$ cat src/rtl/inst_fetch_if.sv
// Instruction-memory read channel between the fetch unit and memory.
// master: fetch side (issues requests); slave: memory side (returns data).
interface inst_fetch_if;
    logic        mem_req;
    logic [31:0] mem_addr;
    logic [31:0] mem_rdata;
    logic        mem_ack;

    modport master (
        output mem_req,
        output mem_addr,
        input  mem_rdata,
        input  mem_ack
    );

    modport slave (
        input  mem_req,
        input  mem_addr,
        output mem_rdata,
        output mem_ack
    );
endinterface

$ cat src/rtl/inst_fetch.sv
// Instruction fetch unit: reads one instruction at a time from instruction
// memory, hands it to decode, and drives the next-PC write (sequential +4 or
// redirect target). Responses that arrive after a redirect are dropped.
// Optional feature macro: FETCH_MISALIGN_CHK_EN (sticky misaligned-redirect flag).
module inst_fetch (
    input  logic         clk,
    input  logic         reset,
    input  logic [31:0]  pc_i,
    output logic         PCWrite,
    output logic [31:0]  PC_next,
    inst_fetch_if.master mem,
    output logic [31:0]  inst_o,
    output logic [31:0]  inst_pc_o,
    output logic         inst_valid,
    input  logic         id_ready,
    input  logic         redirect,
    input  logic [31:0]  redirect_target,
    output logic         misalign_o
);

    typedef enum logic [1:0] {ISSUE, WAIT, HOLD, DRAIN} state_t;

    state_t      state;
    logic [31:0] addr;
    logic [31:0] tgt_aligned;

    // Redirect targets are always forced to a word boundary.
    assign tgt_aligned = {redirect_target[31:2], 2'b00};

    // A request is outstanding exactly while waiting for or draining a response.
    assign mem.mem_req  = !reset && ((state == WAIT) || (state == DRAIN));
    assign mem.mem_addr = addr;

    // Next-PC write: a redirect wins over the sequential +4 of a completed fetch.
    always_comb begin
        PCWrite = 1'b0;
        PC_next = addr + 32'd4;
        if (!reset) begin
            if (redirect) begin
                PCWrite = 1'b1;
                PC_next = tgt_aligned;
            end else if ((state == WAIT) && mem.mem_ack) begin
                PCWrite = 1'b1;
            end
        end
    end

    // Fetch FSM with registered handoff outputs to decode.
    always_ff @(posedge clk) begin
        if (reset) begin
            state      <= ISSUE;
            addr       <= 32'd0;
            inst_o     <= 32'd0;
            inst_pc_o  <= 32'd0;
            inst_valid <= 1'b0;
        end else begin
            case (state)
                ISSUE: begin
                    // On redirect the PC register is being rewritten; latch it next cycle.
                    if (!redirect) begin
                        addr  <= pc_i;
                        state <= WAIT;
                    end
                end
                WAIT: begin
                    if (mem.mem_ack) begin
                        if (redirect) begin
                            state <= ISSUE;
                        end else begin
                            inst_o     <= mem.mem_rdata;
                            inst_pc_o  <= addr;
                            inst_valid <= 1'b1;
                            state      <= HOLD;
                        end
                    end else if (redirect) begin
                        // Response is still owed; swallow it before refetching.
                        state <= DRAIN;
                    end
                end
                HOLD: begin
                    if (redirect || id_ready) begin
                        inst_valid <= 1'b0;
                        state      <= ISSUE;
                    end
                end
                DRAIN: begin
                    if (mem.mem_ack) begin
                        state <= ISSUE;
                    end
                end
                default: state <= ISSUE;
            endcase
        end
    end

`ifdef FETCH_MISALIGN_CHK_EN
    // Sticky flag: any redirect to a non-word-aligned target, cleared only by reset.
    always_ff @(posedge clk) begin
        if (reset) begin
            misalign_o <= 1'b0;
        end else if (redirect && (redirect_target[1:0] != 2'b00)) begin
            misalign_o <= 1'b1;
        end
    end
`else
    logic unused_tgt_bits;
    assign unused_tgt_bits = ^redirect_target[1:0];
    assign misalign_o      = 1'b0;
`endif

endmodule

$ cat src/flat_wrapper.sv
// flat-port wrapper written by rule: the top's interface ports become plain ports
module inst_fetch_flat 
  (clk, reset, pc_i, PCWrite, PC_next, inst_o, inst_pc_o, inst_valid, id_ready, redirect, redirect_target, misalign_o, mem_mem_req, mem_mem_addr, mem_mem_rdata, mem_mem_ack);
  inst_fetch_if mem_i ();
  input  logic clk;
  input  logic reset;
  input  logic [31:0] pc_i;
  output logic PCWrite;
  output logic [31:0] PC_next;
  output logic [31:0] inst_o;
  output logic [31:0] inst_pc_o;
  output logic inst_valid;
  input  logic id_ready;
  input  logic redirect;
  input  logic [31:0] redirect_target;
  output logic misalign_o;
  output wire logic [$bits(mem_i.mem_req)-1:0] mem_mem_req;
  output wire logic [$bits(mem_i.mem_addr)-1:0] mem_mem_addr;
  input wire logic [$bits(mem_i.mem_rdata)-1:0] mem_mem_rdata;
  input wire logic [$bits(mem_i.mem_ack)-1:0] mem_mem_ack;
  assign mem_mem_req = mem_i.mem_req;
  assign mem_mem_addr = mem_i.mem_addr;
  assign mem_i.mem_rdata = mem_mem_rdata;
  assign mem_i.mem_ack = mem_mem_ack;
  inst_fetch u_core (.clk(clk), .reset(reset), .pc_i(pc_i), .PCWrite(PCWrite), .PC_next(PC_next), .mem(mem_i), .inst_o(inst_o), .inst_pc_o(inst_pc_o), .inst_valid(inst_valid), .id_ready(id_ready), .redirect(redirect), .redirect_target(redirect_target), .misalign_o(misalign_o));
endmodule
$ cat config.mk
export PLATFORM = sky130hd
export DESIGN_NAME = inst_fetch_flat
export DESIGN_NICKNAME = d
export VERILOG_FILES = /design/src/rtl/inst_fetch_if.sv /design/src/rtl/inst_fetch.sv /design/src/flat_wrapper.sv
export SDC_FILE = /design/constraint.sdc
export NUM_CORES = 1
export LEC_CHECK = 0
export ABC_AREA = 1
export BUFFER_PORTS_ARGS = -buffer_cell sky130_fd_sc_hd__buf_2
export CELL_PAD_IN_SITES_DETAIL_PLACEMENT = 2
export CELL_PAD_IN_SITES_GLOBAL_PLACEMENT = 2
export CORE_MARGIN = 3
export CORE_UTILIZATION = 23
export DETAILED_ROUTE_END_ITERATION = 8
export GPL_ROUTABILITY_DRIVEN = 1
export HOLD_SLACK_MARGIN = 0.02
export PLACE_DENSITY = 0.89
export SYNTH_ARGS = -nofsm -noshare
export SYNTH_HDL_FRONTEND = slang
export SYNTH_SLANG_ARGS = --single-unit
$ cat constraint.sdc
create_clock -name clk -period 2.1 [get_ports clk]
set_input_delay 0.315 -clock clk [delete_from_list [all_inputs] [get_ports clk]]
set_output_delay 0.315 -clock clk [all_outputs]
set_load 0.05 [all_outputs]
==> summary.md, run 1 <==
| Metric | Value |
|---|---|
| Run status | finished, violations left |
| Violated checks | negative setup slack |
| Core Util, Final | 0.3713 |
| Hold Crit Class | primary input to flip-flop |
| CP dominant cell by count | nand2_2 |
| Mux contribution to synthesized area | 0 |
| Count leader, synth | nand2_1 |
| Skew final | 0.01128 ns |
| WL final | 24180 µm |
| WP data arrival | 2.05 ns |
| Adder-cell share of the synthesized area | 0.002646 |
| Clock Path Buffers | 2 |
| Grt met1 use | 0.2377 |
| Share of layout cells above drive strength 1 | 0.4313 |
| Worst path cell trace | nand2_1, nor2_1, nand2_1, nor2_2, nand2_2, nand2_2, nand3_2, nand2_2, inv_2, buf_8 |
| Post-DRT Antenna Nets | 0 |
| Post-synth top area share | 0.4192 |
| Worst slew pin tran | 0.7703 ns |
| Post-place setup slack | -0.02171 ns |
| M2 GR Usage | 0.3602 |
| Fin. Hold Viols | 0 |
| Area leader, netlist | dfxtp_1 |
| Number of port buffers | 229 |
| Flop-to-flop setup slack | 0.45 ns |
| Routability cong. | slightly above 0.8 |
| Largest cells by area after synthesis | dfxtp_1 42%, nand2_1 18%, nor2_1 6.7%, a211oi_1 6.5%, a21oi_1 6.5% |
| Crit path max-delay family | simple AND/OR/NAND/NOR gates |
| Syn nets | 796 |
| Setup TNS | -3.320 ns |
| Critical Path End Type | output port |
| Max Fanout on Critical Path | 3 |
| Int Power | 3555 µW |
| Switch share | 0.4370 |
| Synth Flop Type | dfxtp_1 |
| Grt total ovfl | 0 |
| Wire length per cell | 19.72 µm |
| Die H | 149.4 µm |
| Clock transition at path regs | 0.09 ns |
| First-pass GRT wire length | between 30000 and 40000 µm |
| CTS HTree Levels | 3 |
| CTS buffer count | 9 |
| Slowest CP cell | dfxtp_1 |
| Clk sink count | 99 |
| Sequential cell area fraction in the yosys report | 0.4192 |
| Die ar. | 0.02231 mm² |
| Worst vdd ir | around 0.33 mV |
| DR iter-0 viols | 312 |
| Synthesized area per cell | 6.813 µm² |
| GRT Max-Usage Layer | met2 |
| Cells after DPL | 1193 |
| GRT met3 Usage | 0.03889 |
| Area Overhead vs Synth | 55.83% |
| RSZ-0062 raised after global routing | yes |
| Final non-filler cell total | 1226 |
| Vias in the first global route | between 6000 and 7000 |
| Clk Latency, worst-skew pair | 0.36 ns |
| Yosys warnings | 0 |
| Final Power | between 6000 and 7000 µW |
| Main combinational cell family by area after synthesis | simple AND/OR/NAND/NOR gates |
| Starting Density | 0.2383 |
| Fin nets | around 1100 |
| Max cap viols | 0 |
| Residual DRC | 0 |
| Fraction of registers with async set/reset | 0 |
| CP Class | flip-flop to output port |
| Row count | a little over 50 |
| Startpoint types | flip-flop |
| TritonRoute pass-1 iters | 4 |
| Setup violations, final | 24 |
| Worst slew margin | 0.4865 |
| Synth cell types | 30 |
| Synth Area in Compound Gates | 0.1588 |
| IO Pins | 233 |
| Lkg Pwr | between 0.003 and 0.004 µW |
| Hpwl dp | 16980 µm |
| XOR/XNOR share of the synthesized area | 0.01482 |
| Initial antenna violation count | 3 |
| Post-route worst setup slack | -0.2684 ns |
| WP data required | 1.78 ns |
| Pwr/cell area | 857.0 mW/mm² |
| Min Tclk post-route | between 2 and 2.5 ns |
| Register bit total from synthesis | 99 |
| Via/cell ratio | 4.721 |
| Combinational share of power | 0.371 |
| Die W | 149.4 µm |
| Core ar. | 0.01985 mm² |
| Simple-gate share of the synthesized area | 0.3207 |
| Final slew viol count | 0 |
| Vias post-DR | 5788 |
| Register share of total power | 0.354 |
| Synthesized area | 0.004728 mm² |
| CTS tree | done |
| Clk root buf | clkbuf_16 |
| Largest stage delay on the critical path | 0.42 ns |
| # hold bufs at CTS | 0 |
| Post-synth EDFFs | 0 |
| CP bufs+invs | 2 |
| Pin count of the biggest net entering global routing | slightly below 70 |
| Syn Inst Count | 694 |
| FMAX | 422.2 MHz |
| Clock share of power | 0.276 |
| Total GRT Usage | 0.1991 |
| Commonest cells in the netlist | 223 x nand2_1, 99 x dfxtp_1, 84 x nor2_1 |
| P_sw | 2759 µW |
| Fin crit share | 1.128 |
## state kept, by name (all words and copies together) (netlist names)
name / count
u_core.inst_o: 32
u_core.inst_pc_o: 32
u_core.inst_valid: 1
u_core.mem.mem_addr: 32
u_core.state: 2
## area by class of cell
class	instances	area [µm²]
Inverter	55	210.2
Sequential cell	99	2023
Tap cell	265	331.6
Fill cell	2347	12480
Clock inverter	7	80.08
Timing Repair Buffer	286	1793
Clock buffer	9	225.2
Antenna cell	1	2.502
Multi-Input combinational cell	504	2703
## timing repair
item / 4_1_cts / 5_1_grt
gates resized for setup: 116 / 52
pin swaps: 18 / 22
setup endpoints to repair: 25 / 27
buffers inserted: 9 / 7
## worst register-to-register path: stages (launching register included)
cell      delay [ns]
dfxtp_1         0.43
inv_2           0.09
nor2_4          0.13
nand3_4         0.17
inv_2           0.14
buf_12          0.26
nor2_1          0.13
a211oi_1        0.19
## cells in the final DEF (no fill, tap or decap), types with 2 or more instances in the layout
cell type   synthesis  layout
nand4_1             6       6
buf_6               5      23
nand2_4             0       6
or2_2               5       5
nor2_2              1      14
buf_8               0       5
o21ai_4             0       2
nor2_4              4      15
xor2_2              0       3
clkbuf_16           0       9
clkinvlp_4          0       2
nand2_1           223     203
nand2_2             2      16
buf_2               8     201
dfxtp_1            99      78
o21ai_2             0       5
inv_2               4      11
nor2_1             84      60
or2_1               2       2
inv_1              51      43
nand3_1            34      27
dfxtp_4             0       6
buf_12              0       2
o21bai_1            3       3
inv_8               0       2
clkinv_8            0       2
xnor2_1             4       2
dfxtp_2             0      15
buf_4               1      54
o21ai_1             1       5
o21ai_0            19       8
a211oi_1           41      41
or2_0               4       4
nand3_2             0       7
a21oi_1            61      60
## routing by layer
metal | wire, µm | up-vias | part of all wire
met4 | 489 | 4 | 0.020
met1 | 9908 | 2824 | 0.41
met3 | 1355 | 32 | 0.056
met5 | 21 | - | 0.00087
li1 | - | 2761 | -
met2 | 12400 | 167 | 0.51
## per-stage QoR
| step | hold WS (ns) | cell area [µm²] |
|---|---|---|
| 2_1_floorplan | 0.4484 | 4793 |
| 3_5_place_dp | 0.4541 | 6422 |
| 4_1_cts | 0.1791 | 7142 |
| 3_3_place_gp | 0.4462 | 6422 |
| 5_1_grt | 0.1819 | 7368 |
| 6_report | 0.1928 | 7368 |
## final timing paths
path	start	endpoint	cells after the start
worst min-delay path	pc_i[23]	u_core.mem.mem_addr[23]	3
worst max-delay path	u_core.mem.mem_addr[18]	PC_next[28]	10
worst min register to register	u_core.inst_o[25]	u_core.inst_o[25]	2
worst max register to register	u_core.state[0]	u_core.inst_pc_o[27]	7
## cells by family (layout without fill, tap and decap cells)
group           after synthesis  in the layout
compound gates              127            127
xor+xnor                      8              8
fa+ha+maj                     1              1
buf+inv                      91            357
flops                        99             99
other cells                   1              2
simple gates                367            367
## power groups by stage
stage          sequential (µW)  clock (µW)  combinational, µW
2_1_floorplan             2750           0                948
3_3_place_gp              2230           0               2100
3_5_place_dp              2240           0               2150
4_1_cts                   2210        1780               2280
5_1_grt                   2260        1880               2490
6_report                  2230        1740               2340
No activity file was read; power rests on OpenSTA's default activity.
==> run 2, diff against run 1 <==
- RECOVER_POWER: unset -> 100
==> run 2 against run 1 <==
The run still ends with negative setup slack left. Routed wire length is essentially flat. Flip-flop and latch count is the same. Clock-buffer cell count is the same. Clock skew grew 0.0034 ns. Utilization shrank 0.52 points. Critical path depth is the same. Sequential share of layout area grew 0.39 points. First-iteration DRC count shrank 13%. Critical path type unchanged.
==> summary.md, run 2 (synthesized netlist as in run 1, its figures left out) <==
| Metric | Value |
|---|---|
| Clk Latency, worst-skew pair | 0.36 ns |
| Filler cells | 2383 |
| CTS HTree Levels | 3 |
| WP data arrival | 2.06 ns |
| WP data required | approximately 1.8 ns |
| Core ar. | 0.01985 mm² |
| Storage cell area | 0.002023 mm² |
| Worst slew pin tran | about 0.76 ns |
| Starting Density | 0.2383 |
| Number of port buffers | 229 |
| Commonest non-fill, non-tap cells in the layout | 203 x nand2_1, 126 x buf_2, 78 x dfxtp_1 |
| Clk root buf | clkbuf_16 |
| Core Util, Final | 0.3661 |
| Reg2reg start | u_core.state[0] |
| First-pass GRT wire length | 34670 µm |
| TritonRoute pass-1 iters | 6 |
| Clock Path Buffers | 2 |
| Post-DP Area | 0.006422 mm² |
| Fin crit share | 1.129 |
| Area of the multi-input gates | around 0.0027 mm² |
| IO Pins | 233 |
| Fin. Hold Viols | 0 |
| CP bufs+invs | 2 |
| Hold Crit Class | primary input to flip-flop |
| Slowest CP cell | dfxtp_1 |
| Vias in the first global route | 6201 |
| Post-DRT Antenna Nets | 0 |
| Initial antenna violation count | 3 |
| Worst slew margin | 0.4953 |
| Residual DRC | 0 |
| Run status | finished, violations left |
| CP Class | flip-flop to output port |
| Area Overhead vs Synth | 53.64% |
| Worst path cell trace | nand2_1, nor2_1, nand2_1, nor2_2, nand2_2, nand2_2, nand3_2, nand2_2, inv_2, buf_8 |
| Vias post-DR | 5799 |
| Post-route worst setup slack | -0.2715 ns |
| Cells after DPL | between 1000 and 1500 |
| Startpoint types | flip-flop |
| CTS buffer count | 9 |
| Final non-filler cell total | 1226 |
| Worst vdd ir | 0.3319 mV |
| Hpwl dp | 16980 µm |
| Wire length per cell | 19.73 µm |
| Violated checks | negative setup slack |
| Row count | 51 |
| Die H | 149.4 µm |
| Pwr/cell area | just under 900 mW/mm² |
| Setup violations, final | 25 |
| DR iter-0 viols | 272 |
| Total GRT Usage | 0.1991 |
| Grt total ovfl | 0 |
| Die W | 149.4 µm |
| WL final | about 24000 µm |
| CP dominant cell by count | nand2_2 |
| Clk sink count | between 90 and 100 |
| Clock transition at path regs | 0.09 ns |
| Crit path max-delay family | simple AND/OR/NAND/NOR gates |
| RSZ-0062 raised after global routing | yes |
| Max Fanout on Critical Path | 3 |
| Fin nets | 1057 |
| FMAX | 421.7 MHz |
| CTS tree | done |
| Final slew viol count | 0 |
| Most common cell after layout, fill and taps aside | nand2_1 |
| Min Hold Slack | 0.1924 ns |
| # hold bufs at CTS | 0 |
| Max cap viols | 0 |
| Critical Path End Type | output port |
| Skew final | 0.01466 ns |
| Pin count of the biggest net entering global routing | 68 |
| Min Tclk post-route | 2.372 ns |
| Via/cell ratio | 4.730 |
| Start point of the critical path | u_core.mem.mem_addr[18] |
| Routability cong. | roughly 0.83 |
| Largest stage delay on the critical path | 0.42 ns |
| Hold path start | pc_i[23] |
| Design Area, Final | approximately 0.0073 mm² |
| Lkg Pwr | 0.003032 µW |
| Post-place setup slack | -0.02171 ns |
| Share of layout cells above drive strength 1 | 0.3521 |
| Die ar. | between 0.02 and 0.025 mm² |
[run 2: cell count changes in the layout (fill, tap and decap cells not counted)]
cell | before | now
nor2_4 | 15 | 14
clkbuf_1 | 0 | 75
nor2_1 | 60 | 61
buf_4 | 54 | 53
buf_2 | 201 | 126
clkbuf_2 | 0 | 1
[run 2: metal layers]
| metal | part of all wire | wire length [µm] | vias to the layer above | GRT usage |
|---|---|---|---|---|
| met4 | 0.022 | 524 | 4 | 0.05995 |
| met5 | 0.00087 | 21 | - | 0 |
| met1 | 0.41 | 9962 | 2829 | 0.2377 |
| met3 | 0.053 | 1281 | 36 | 0.03889 |
| met2 | 0.51 | 12400 | 173 | 0.3602 |
| li1 | - | - | 2757 | - |
[run 2: final cells by class]
type	count	share of cell area
inverter	55	0.02894
tap	265	0.04564
sequential	99	0.2785
timing repair buffer	286	0.2336
antenna	1	0.0003445
clock inverter	7	0.01102
clock buffer	9	0.03100
multi-input combinational	504	0.3710
[run 2: final timing paths]
| kind | end | slack [ns] | depth (start not counted) |
|---|---|---|---|
| min | u_core.mem.mem_addr[23] | 0.19 | 3 |
| min reg2reg | u_core.inst_o[25] | 0.47 | 2 |
| max reg2reg | u_core.inst_pc_o[27] | 0.28 | 7 |
| max | PC_next[28] | -0.27 | 10 |
[run 2: power by group]
| part | internal, µW | switching (µW) | leakage (µW) |
|---|---|---|---|
| clock network | 850 | 897 | 0.000146 |
| logic | 624 | 1690 | 0.00207 |
| registers | 2050 | 184 | 0.000816 |
| total | 3530 | 2770 | 0.00303 |
[run 2: timing repair]
| action | in CTS | in global routing |
|---|---|---|
| pin swaps | 18 | 22 |
| gates resized for setup | 116 | 52 |
| buffers inserted | 9 | 7 |
| setup endpoints to repair | 25 | 27 |
[run 2: worst min-delay path, stage by stage]
cell	delay, ns
buf_2	0.09
nand2_1	0.05
a21oi_1	0.06
[run 2: through the flow]
step	TNS [ns]	power (µW)
after global routing	-6.330	6592
final	-3.317	6292
after floorplan	-0.01811	3694
after global placement	0	4330
after CTS	-3.175	6276
after detailed placement	-0.02171	4392
==> run 3, diff against run 2 <==
- REMOVE_ABC_BUFFERS: unset -> 1
==> run 3 against run 2 <==
The run still ends with negative setup slack left. Combinational power decreased by 2%. Via count fell by 2.1%. First-iteration DRC count down 30%. Critical path depth unchanged. Clock power about the same. Hold slack improved by 0.015 ns. Clock skew down 0.0085 ns. Setup slack better by 0.10 ns. Highest routed layer unchanged.
==> summary.md, run 3 (synthesized netlist as in run 1, its figures left out) <==
| Metric | Value |
|---|---|
| Reg-to-reg endpoint | u_core.mem.mem_addr[8] |
| Filler cells | 2408 |
| Max cap viols | 0 |
| IO Pins | roughly 230 |
| CP dominant cell by count | nand2_1 |
| Hold path start | pc_i[20] |
| GRT met3 Usage | 0.04315 |
| Worst slew margin | 0.3483 |
| P_sw | about 2600 µW |
| CP bufs+invs | 2 |
| WP data required | 1.78 ns |
| Max Fanout on Critical Path | 4 |
| Start point of the critical path | u_core.mem.mem_addr[19] |
| Worst slew pin tran | 0.9775 ns |
| Fin nets | 1045 |
| Most common cell after layout, fill and taps aside | nand2_1 |
| Number of port buffers | approximately 230 |
| Final non-filler cell total | ~1200 |
| Grt met1 use | 0.2398 |
| Reg2reg path depth | 5 |
| Residual DRC | 0 |
| TritonRoute pass-1 iters | 4 |
| Final slew viol count | 0 |
| Cells after DPL | roughly 1200 |
| Area Overhead vs Synth | 50.67% |
| Slowest CP cell | dfxtp_2 |
| Die W | ~150 µm |
| Post-DRT Antenna Nets | 0 |
| Area of the multi-input gates | 0.002639 mm² |
| Clock share of power | 0.281 |
| Via/cell ratio | between 4 and 5 |
| WP data arrival | 1.95 ns |
| Int Power | between 3000 and 4000 µW |
| Pin count of the biggest net entering global routing | 101 |
| M2 GR Usage | 0.3443 |
| Grt total ovfl | 0 |
| Skew final | 0.006169 ns |
| Lkg Pwr | 0.002959 µW |
| Core ar. | a little under 0.02 mm² |
| RSZ-0062 raised after global routing | yes |
| Routability cong. | between 0.8 and 0.9 |
| Row count | 51 |
| Pwr/cell area | 877.3 mW/mm² |
| Clock transition at path regs | roughly 0.07 ns |
| Reg2reg start | u_core.state[1] |
| Combinational share of power | 0.362 |
| Clk root buf | clkbuf_16 |
| Commonest non-fill, non-tap cells in the layout | 202 x nand2_1, 122 x buf_2, 79 x clkbuf_1 |
| CTS buffer count | 9 |
| # hold bufs at CTS | 0 |
| Largest stage delay on the critical path | 0.39 ns |
| Startpoint types | flip-flop |
| Switch share | 0.4197 |
| CTS HTree Levels | 3 |
| Die ar. | 0.02231 mm² |
| FMAX | 440.9 MHz |
| Post-route worst setup slack | -0.1680 ns |
| Clock Path Buffers | 2 |
| Min Tclk post-route | 2.268 ns |
| Final Power | 6250 µW |
| Hpwl dp | approximately 16000 µm |
| Share of layout cells above drive strength 1 | 0.3295 |
| Hold Crit Class | primary input to flip-flop |
| Violated checks | negative setup slack |
| Wire length per cell | around 18 µm |
| Crit path max-delay family | simple AND/OR/NAND/NOR gates |
| Worst vdd ir | 0.3379 mV |
| Vias in the first global route | 6105 |
| Hold path depth | 3 |
| Setup violations, final | 22 |
| Worst Hold End | u_core.mem.mem_addr[20] |
| Starting Density | 0.2383 |
| Vias post-DR | 5679 |
| Critical Path End Type | output port |
| Fin. Hold Viols | 0 |
| Core Util, Final | 0.3590 |
| Clk sink count | 99 |
| CP Class | flip-flop to output port |
| Fin crit share | 1.080 |
| Clk Latency, worst-skew pair | 0.35 ns |
| DR iter-0 viols | 191 |
| Setup TNS | -1.288 ns |
| Total GRT Usage | 0.1938 |
| Storage cell area | 0.002041 mm² |
| Min Hold Slack | 0.2071 ns |
| Run status | finished, violations left |
| Register share of total power | 0.357 |
| WL final | 22160 µm |
| Flop-to-flop setup slack | roughly 0.24 ns |
| Worst path cell trace | nand2_1, nor2_1, nand2_1, nor2_1, nand2_1, nand2_1, nand3_2, nand2_1, inv_1, buf_6 |
| Initial antenna violation count | 3 |
| GRT Max-Usage Layer | met2 |
| First-pass GRT wire length | roughly 34000 µm |
| CTS tree | done |
| Die H | roughly 150 µm |
## run 3: changes by cell type in the layout (fill, tap and decap cells not counted), sizes merged
cell	before	now
buf	209	194
bufinv	0	1
clkbuf	86	90
clkinv	3	1
clkinvlp	2	1
## run 3: timing repair
item,in CTS,in global routing
gates resized for setup,136,46
cloned,0,0
buffers inserted,9,4
endpoints found under the setup margin,27,27
pin swaps,21,15
## run 3: worst reg2reg max path, cell delays in order, from the launching register on
cell and delay, ns:
dfxtp_1 0.37, nor2_1 0.16, nand2_1 0.39, inv_1 0.52, nand2_1 0.14, a21oi_1 0.19
## run 3: final cells by class
class / count / area share
multi-input combinational: 504 / 0.3704
sequential: 99 / 0.2864
timing repair buffer: 274 / 0.2246
tap: 265 / 0.04654
clock buffer: 10 / 0.03354
inverter: 55 / 0.02968
clock inverter: 5 / 0.008430
antenna: 1 / 0.0003512
## run 3: worst max-delay path by stage
stage             endpoint  slack [ns]  cells after the start
3_3_place_gp   PC_next[25]        0.06                     10
5_1_grt        PC_next[28]       -0.29                     10
4_1_cts        PC_next[28]       -0.17                     11
3_5_place_dp   PC_next[24]       0.002                     10
6_report       PC_next[28]       -0.17                     10
2_1_floorplan  PC_next[10]       -0.83                      6
## run 3: power groups by stage
| stage | sequential, µW | clock, µW | combinational (µW) |
|---|---|---|---|
| after floorplan | 2740 | 0 | 863 |
| after global placement | 2230 | 0 | 2080 |
| after detailed placement | 2240 | 0 | 2130 |
| after CTS | 2210 | 1830 | 2270 |
| after global routing | 2260 | 1910 | 2430 |
| final | 2230 | 1760 | 2260 |
## run 3: routing by layer
metal / share of wire / wire length (µm)
met5: 0.0013 / 29
met2: 0.49 / 10920
met1: 0.44 / 9656
met4: 0.011 / 254
met3: 0.059 / 1297
## run 3: metrics by stage
| step | cell area (µm²) | setup slack, ns |
|---|---|---|
| floorplan | 4542 | -0.8331 |
| global placement | 6315 | 0.05603 |
| detailed placement | 6315 | 0.002004 |
| CTS | 7064 | -0.1695 |
| global route | 7124 | -0.2946 |
| finish | 7124 | -0.1680 |
